`config.mk`:
```
export PLATFORM = sky130hd
export DESIGN_NAME = dmacopy
export DESIGN_NICKNAME = d
export VERILOG_FILES = /design/src/rtl/dmacopy.sv
export SDC_FILE = /design/constraint.sdc
export NUM_CORES = 1
export LEC_CHECK = 0
export BUFFER_PORTS_ARGS = -buffer_cell sky130_fd_sc_hd__clkbuf_2
export CORE_MARGIN = 4
export CORE_UTILIZATION = 54
export DETAILED_ROUTE_END_ITERATION = 8
export GPL_ROUTABILITY_DRIVEN = 0
export PLACE_DENSITY = 0.91
export REMOVE_ABC_BUFFERS = 1
export SYNTH_ARGS = -nofsm -noshare
export SYNTH_HDL_FRONTEND = slang
export SYNTH_SLANG_ARGS = --single-unit
```
`constraint.sdc`:
```
create_clock -name clk -period 2.4 [get_ports clk]
set_input_delay 0.12 -clock clk [delete_from_list [all_inputs] [get_ports clk]]
set_output_delay 0.12 -clock clk [all_outputs]
set_load 0.02 [all_outputs]
```
`src/rtl/dmacopy.sv`:
```
// Block-copy DMA initiator programmed through a 4-word responder port.
// Optional bus watchdog enabled by defining BUS_TIMEOUT_EN.
module dmacopy #(
  parameter int CNT_WIDTH      = 16,
  parameter int TIMEOUT_CYCLES = 1024
) (
  input  logic        clk,
  input  logic        rst_n,
  input  logic        stb,
  input  logic        we,
  input  logic [1:0]  addr,
  input  logic [31:0] data_in,
  output logic [31:0] data_out,
  output logic        ack,
  output logic        m_req,
  input  logic        m_gnt,
  output logic        m_stb,
  output logic        m_we,
  output logic [21:0] m_addr,
  output logic [31:0] m_dout,
  input  logic [31:0] m_din,
  input  logic        m_ack,
  output logic        done
);

  typedef enum logic [2:0] {
    S_IDLE  = 3'd0,
    S_RD    = 3'd1,
    S_GAP_R = 3'd2,
    S_WR    = 3'd3,
    S_GAP_W = 3'd4
  } state_t;

  state_t               r_state;
  state_t               w_state_nxt;
  logic [21:0]          r_src;
  logic [21:0]          r_dst;
  logic [CNT_WIDTH-1:0] r_remaining;
  logic [31:0]          r_buf;
  logic                 r_ack;
  logic                 r_busy;
  logic                 r_dn;
  logic                 r_err;
  logic                 r_abrt;
  logic                 r_abort_pend;
  logic                 r_done;

  logic                 w_acc;
  logic                 w_wr;
  logic                 w_start;
  logic                 w_cnt_zero;
  logic                 w_abort_req;
  logic                 w_xfer;
  logic                 w_last;
  logic                 w_timeout;
  logic [15:0]          w_rem16;
  logic                 w_unused;

  // Accept a CPU access only in the cycle before its ack, so a held strobe acts once
  assign w_acc       = stb & ~r_ack;
  assign w_wr        = w_acc & we;
  assign w_start     = w_wr & (addr == 2'd2) & data_in[31] & ~r_busy;
  assign w_cnt_zero  = (data_in[CNT_WIDTH-1:0] == {CNT_WIDTH{1'b0}});
  assign w_abort_req = w_wr & (addr == 2'd3) & r_busy;
  assign w_xfer      = m_stb & m_ack;
  assign w_last      = (r_remaining == {CNT_WIDTH{1'b0}}) | r_abort_pend;
  assign w_rem16     = 16'(r_remaining);
  assign w_unused    = &{1'b0, data_in};

`ifdef BUS_TIMEOUT_EN
  localparam int TO_W = $clog2(TIMEOUT_CYCLES + 1);
  logic [TO_W-1:0] r_to_cnt;

  assign w_timeout = m_stb & ~m_ack & (r_to_cnt == TO_W'(TIMEOUT_CYCLES - 1));

  // Per-transaction stall counter, cleared whenever not in a bus phase
  always_ff @(posedge clk or negedge rst_n) begin
    if (!rst_n) begin
      r_to_cnt <= {TO_W{1'b0}};
    end else if ((r_state != S_RD) && (r_state != S_WR)) begin
      r_to_cnt <= {TO_W{1'b0}};
    end else if (m_stb && !m_ack) begin
      r_to_cnt <= r_to_cnt + TO_W'(1);
    end
  end
`else
  assign w_timeout = 1'b0;
`endif

  // State register
  always_ff @(posedge clk or negedge rst_n) begin
    if (!rst_n) begin
      r_state <= S_IDLE;
    end else begin
      r_state <= w_state_nxt;
    end
  end

  // Next-state logic
  always_comb begin
    w_state_nxt = r_state;
    case (r_state)
      S_IDLE: begin
        if (w_start && !w_cnt_zero) w_state_nxt = S_RD;
        else                        w_state_nxt = S_IDLE;
      end
      S_RD: begin
        if (w_timeout)   w_state_nxt = S_IDLE;
        else if (w_xfer) w_state_nxt = S_GAP_R;
        else             w_state_nxt = S_RD;
      end
      S_GAP_R: w_state_nxt = S_WR;
      S_WR: begin
        if (w_timeout)   w_state_nxt = S_IDLE;
        else if (w_xfer) w_state_nxt = S_GAP_W;
        else             w_state_nxt = S_WR;
      end
      S_GAP_W: begin
        if (w_last) w_state_nxt = S_IDLE;
        else        w_state_nxt = S_RD;
      end
      default: w_state_nxt = S_IDLE;
    endcase
  end

  // Initiator outputs follow grant combinationally so m_stb drops with m_gnt
  always_comb begin
    m_stb  = 1'b0;
    m_we   = 1'b0;
    m_addr = 22'h0;
    m_dout = 32'h0;
    case (r_state)
      S_RD: begin
        m_stb  = m_gnt;
        m_addr = r_src;
      end
      S_WR: begin
        m_stb  = m_gnt;
        m_we   = 1'b1;
        m_addr = r_dst;
        m_dout = r_buf;
      end
      default: begin
        m_stb = 1'b0;
      end
    endcase
  end

  // Register file, status flags and copy datapath
  always_ff @(posedge clk or negedge rst_n) begin
    if (!rst_n) begin
      r_src        <= 22'h0;
      r_dst        <= 22'h0;
      r_remaining  <= {CNT_WIDTH{1'b0}};
      r_buf        <= 32'h0;
      r_ack        <= 1'b0;
      r_busy       <= 1'b0;
      r_dn         <= 1'b0;
      r_err        <= 1'b0;
      r_abrt       <= 1'b0;
      r_abort_pend <= 1'b0;
      r_done       <= 1'b0;
    end else begin
      r_ack  <= w_acc;
      r_done <= 1'b0;
      if (w_wr && !r_busy) begin
        case (addr)
          2'd0:    r_src       <= data_in[21:0];
          2'd1:    r_dst       <= data_in[21:0];
          2'd2:    r_remaining <= data_in[CNT_WIDTH-1:0];
          default: r_src       <= r_src;
        endcase
      end
      if (w_abort_req) r_abort_pend <= 1'b1;
      case (r_state)
        S_IDLE: begin
          if (w_start) begin
            r_err  <= 1'b0;
            r_abrt <= 1'b0;
            r_dn   <= w_cnt_zero;
            r_done <= w_cnt_zero;
            r_busy <= ~w_cnt_zero;
            r_abort_pend <= 1'b0;
          end
        end
        S_RD, S_WR: begin
          if (w_timeout) begin
            r_err        <= 1'b1;
            r_busy       <= 1'b0;
            r_done       <= 1'b1;
            r_abort_pend <= 1'b0;
          end else if (w_xfer && (r_state == S_RD)) begin
            r_buf <= m_din;
          end else if (w_xfer) begin
            r_src       <= r_src + 22'd1;
            r_dst       <= r_dst + 22'd1;
            r_remaining <= r_remaining - CNT_WIDTH'(1);
          end
        end
        S_GAP_W: begin
          // A pending abort wins over normal completion
          if (w_last) begin
            r_busy       <= 1'b0;
            r_done       <= 1'b1;
            r_abort_pend <= 1'b0;
            r_abrt       <= r_abort_pend;
            r_dn         <= ~r_abort_pend;
          end
        end
        default: r_buf <= r_buf;
      endcase
    end
  end

  // Responder read mux
  always_comb begin
    data_out = 32'h0;
    case (addr)
      2'd0:    data_out = {10'h0, r_src};
      2'd1:    data_out = {10'h0, r_dst};
      2'd2:    data_out = {w_rem16, 12'h000, r_abrt, r_err, r_dn, r_busy};
      default: data_out = 32'h0;
    endcase
  end

  assign ack   = r_ack;
  assign m_req = r_busy;
  assign done  = r_done;

endmodule

```
==> impl_metrics.csv <==
group,metric,value,unit
status,status,"completed",
power_and_ir_drop,max-vdd-ir-drop,0.8771,mV
route,routed_via_density,6.419,
clock_tree,clkSlewWorstSetupHoldPaths,0.07,ns
synthesis,number_of_instances_in_the_synthesized_netlist,673,
clock_tree,clock_buffer_count_from_cts,9,
clock_tree,clock_tree.root_cell,"sky130_fd_sc_hd__clkbuf_16",
global_routing,wire_length_of_the_first_global_routing_pass,30.11,mm
finish,layout_commonest_cell,"sky130_fd_sc_hd__clkbuf_2",
setup_path,worstPathMaxFanout,5,
route,wl_per_cell,19.93,um
finish,area.sequential,2527,um^2
route,number_of_design_rule_violations_left_by_the_first_detailed_router_iteration,953,
setup_path,critical_path_arrival,2.47,ns
timing,setup_viol_count_final,0,
clock_tree,clkLatencyLatePin,0.35,ns
timing,timing_hold_violations_final,0,
global_routing,grt_max_degree,53,
finish,highest_count_cells_in_the_layout_ignoring_fill_and_taps,"sky130_fd_sc_hd__clkbuf_2 (152), sky130_fd_sc_hd__dfrtp_1 (101), sky130_fd_sc_hd__nor2_1 (70), sky130_fd_sc_hd__nand2_1 (53), sky130_fd_sc_hd__and2_1 (49)",
worst_hold_path,worstHoldPathType,"input port to flip-flop",
finish,drive_above_1_share,30.02,%
floorplanning,std_cell_rows,38,
synthesis,synthFlopType,"sky130_fd_sc_hd__dfrtp_1",
route,antenna_violating_nets_post_route,0,
clock_tree,cts_tree,"built",
placed_design,place_ws,0.2566,ns
route,drt-met1-wl,7.385,mm
finish,n_antenna_cell,0,
power_and_ir_drop,power.density,1308,nW/um^2
global_routing,grt.overflow.total,0,
synthesis,postSynth.asyncResetShare,100.0,%
synthesis,syn-mean-instance-area,9.190,um^2
finish,nets,896,
global_routing,grt_pass1_vias,5923,
setup_path,worst_setup_path_end_kind,"flip-flop",
finish,area.growth.synth_to_final,19.77,%
power_and_ir_drop,power.static_leakage,0.003407,uW
timing,maxClockFrequency,446.8,MHz
placed_design,dp_hpwl,13.98,mm
clock_tree,cts_htree_levels,3,
route,drt_pre_antenna_iters,6,
synthesis,yosys.cell_types.count,67,
finish,nFillCells,875,
flow_run,timing.max_cap.violations,0,
route,dr_total_vias,6201,
global_routing,grtUsageTotal,28.73,%
floorplanning,ios,163,
synthesis,mappedNetlistArea,6185,um^2
route,drc_violations_left,0,
setup_path,critical_path_class,"flip-flop to flip-flop",
synthesis,ys_seq_area_share,40.87,%
timing,drv_slew,0,
timing,final_period_minus_worst_setup_slack,2.238,ns
synthesis,number_of_enable_type_register_cells_in_the_synthesized_netlist,0,
clock_tree,clock-sinks,101,
finish,multi_input_comb_area,3400,um^2
timing,fin_worst_hold_slack,0.006184,ns
timing,tightest_slew,0.6885,ns
setup_path,timing.critical_path.required,2.63,ns
floorplanning,die_width,115.0,um
timing,timing.clock.skew,0.01320,ns
route,met2_length,8.690,mm
synthesis,synth-warning-count,0,
placed_design,port_buffers,153,
route,route.final.wire_length,19.25,mm
timing,grt_setup_unrepaired,"false",
floorplanning,core_area,11030,um^2
timing,layout_worst_path_cycle_share,93.27,%
route,detailroute.wirelength.met3,2.361,mm
setup_path,crit_path_start_kind,"flip-flop",
global_routing,number_of_antenna_violations_at_the_first_check_in_global_routing,0,
clock_tree,max-clock-path-buffers,2,
route,routed.top_layer,"met4",
floorplanning,die-height,115.0,um
timing,post-route-worst-setup-slack,0.1616,ns
clock_tree,cts-resized-gates,0,
synthesis,synth.ff_latch_count,101,
floorplanning,initial_core_util,56.07,%
floorplanning,die_area,13230,um^2
timing,max-slew-margin-rel,54.10,%
[where the power goes]
part | switching [uW] | total, uW | internal (uW) | leakage (uW)
combinational | 2910 | 4770 | 1860 | 0.00211
sequential | 985 | 3490 | 2500 | 0.00116
clock | 701 | 1430 | 726 | 0.000137
[what timing repair did]
action / in CTS / in global routing
buffers inserted: 0 / 0
endpoints found under the hold margin: 50 / 2
hold buffers: 1 / 2
[per-stage QoR]
step                      instance area, um^2  utilization (%)  std cells  total power, uW  TNS [ns]
after floorplan                          5988                -        635             6472    -17.81
after global placement                   7087            64.25        947             7999         0
after detailed placement                 7087            64.25        947             8177         0
after CTS                                7387            66.97        964             9629         0
after global routing                     7407            67.15        966            10280         0
final                                    7407            67.15        966             9689         0
[per-layer routing]
metal	track usage (%)	up-vias
li1	-	2770
met1	38.42	2878
met2	45.49	477
met3	6.000	76
met4	12.21	0
met5	0	-
[final cells by class]
| cell class | instances | area share, % |
|---|---|---|
| Multi-Input combinational cell | 519 | 45.90 |
| Clock buffer | 9 | 3.041 |
| Clock inverter | 7 | 0.8784 |
| Timing Repair Buffer | 175 | 12.87 |
| Tap cell | 140 | 2.365 |
| Sequential cell | 101 | 34.12 |
| Inverter | 15 | 0.8277 |
[critical path, cell delays in order (launching register included)]
cell	delay [ns]
sky130_fd_sc_hd__dfrtp_1	0.46
sky130_fd_sc_hd__inv_1	0.13
sky130_fd_sc_hd__ha_1	0.21
sky130_fd_sc_hd__or3b_4	0.43
sky130_fd_sc_hd__nand2b_4	0.18
sky130_fd_sc_hd__nor3_2	0.32
sky130_fd_sc_hd__nand2_1	0.12
sky130_fd_sc_hd__a32o_1	0.27
[state kept, by name (all words and copies together) (netlist names)]
signal        count
r_state           3
ack               1
r_dn              1
r_remaining      16
m_req             1
r_abort_pend      1
r_abrt            1
done              1
r_src            22
r_buf            32
r_dst            22
[Yosys cell counts, types with 2 or more instances]
cell | count | area (um^2)
sky130_fd_sc_hd__a211oi_1 | 16 | 120.1
sky130_fd_sc_hd__a21oi_1 | 37 | 185.2
sky130_fd_sc_hd__a221o_1 | 2 | 20.02
sky130_fd_sc_hd__a22o_1 | 18 | 157.7
sky130_fd_sc_hd__a22oi_1 | 4 | 30.03
sky130_fd_sc_hd__a22oi_2 | 3 | 37.54
sky130_fd_sc_hd__a311oi_1 | 9 | 78.83
sky130_fd_sc_hd__a31oi_1 | 3 | 18.77
sky130_fd_sc_hd__a32oi_1 | 3 | 26.28
sky130_fd_sc_hd__and2_1 | 48 | 300.3
sky130_fd_sc_hd__and3_1 | 12 | 75.07
sky130_fd_sc_hd__and3b_1 | 2 | 17.52
sky130_fd_sc_hd__and4_1 | 7 | 61.31
sky130_fd_sc_hd__buf_2 | 17 | 85.08
sky130_fd_sc_hd__buf_4 | 4 | 30.03
sky130_fd_sc_hd__buf_6 | 2 | 22.52
sky130_fd_sc_hd__clkbuf_1 | 12 | 45.04
sky130_fd_sc_hd__clkbuf_2 | 2 | 10.01
sky130_fd_sc_hd__dfrtp_1 | 101 | 2527
sky130_fd_sc_hd__ha_1 | 3 | 37.54
sky130_fd_sc_hd__inv_1 | 13 | 48.80
sky130_fd_sc_hd__mux2_2 | 33 | 371.6
sky130_fd_sc_hd__mux2i_1 | 24 | 240.2
sky130_fd_sc_hd__nand2_1 | 53 | 198.9
sky130_fd_sc_hd__nand2b_1 | 4 | 25.02
sky130_fd_sc_hd__nand3_1 | 23 | 115.1
sky130_fd_sc_hd__nand4_1 | 10 | 62.56
sky130_fd_sc_hd__nor2_1 | 70 | 262.8
sky130_fd_sc_hd__nor2_4 | 2 | 22.52
sky130_fd_sc_hd__nor2b_1 | 4 | 25.02
sky130_fd_sc_hd__nor3_1 | 24 | 120.1
sky130_fd_sc_hd__nor3_2 | 3 | 30.03
sky130_fd_sc_hd__nor4_1 | 8 | 50.05
sky130_fd_sc_hd__nor4_4 | 2 | 42.54
sky130_fd_sc_hd__o211a_1 | 2 | 20.02
sky130_fd_sc_hd__o21a_1 | 2 | 15.01
sky130_fd_sc_hd__o21ai_0 | 42 | 210.2
sky130_fd_sc_hd__o221a_2 | 3 | 33.78
sky130_fd_sc_hd__o22ai_1 | 12 | 75.07
sky130_fd_sc_hd__o31ai_1 | 4 | 30.03
sky130_fd_sc_hd__o32ai_1 | 3 | 26.28
sky130_fd_sc_hd__xor2_1 | 2 | 17.52
[final timing paths]
| check | slack, ns | depth (start not counted) | endpoint | from |
|---|---|---|---|---|
| max | 0.16 | 7 | r_abrt | r_remaining[0] |
| min | 0.006 | 2 | r_buf[31] | m_din[31] |
| max reg2reg | 0.16 | 7 | r_abrt | r_remaining[0] |
| min reg2reg | 0.49 | 1 | ack | ack |
| max in group asynchronous | 1.36 | 3 | r_buf[28] | rst_n |
| min in group asynchronous | 0.36 | 2 | r_buf[8] | rst_n |
[cell families after synthesis]
family                   count (synthesis)  synth area share, %
AND/OR/NAND/NOR                        287                25.51
AO/OA/AOI/OAI                          169                18.53
flip-flops                             101                40.87
multiplexers                            57                9.893
buffers and inverters                   53                4.167
XOR/XNOR                                 3               0.4249
adder cells (fa/ha/maj)                  3               0.6070
No activity file was read; power rests on OpenSTA's default activity.
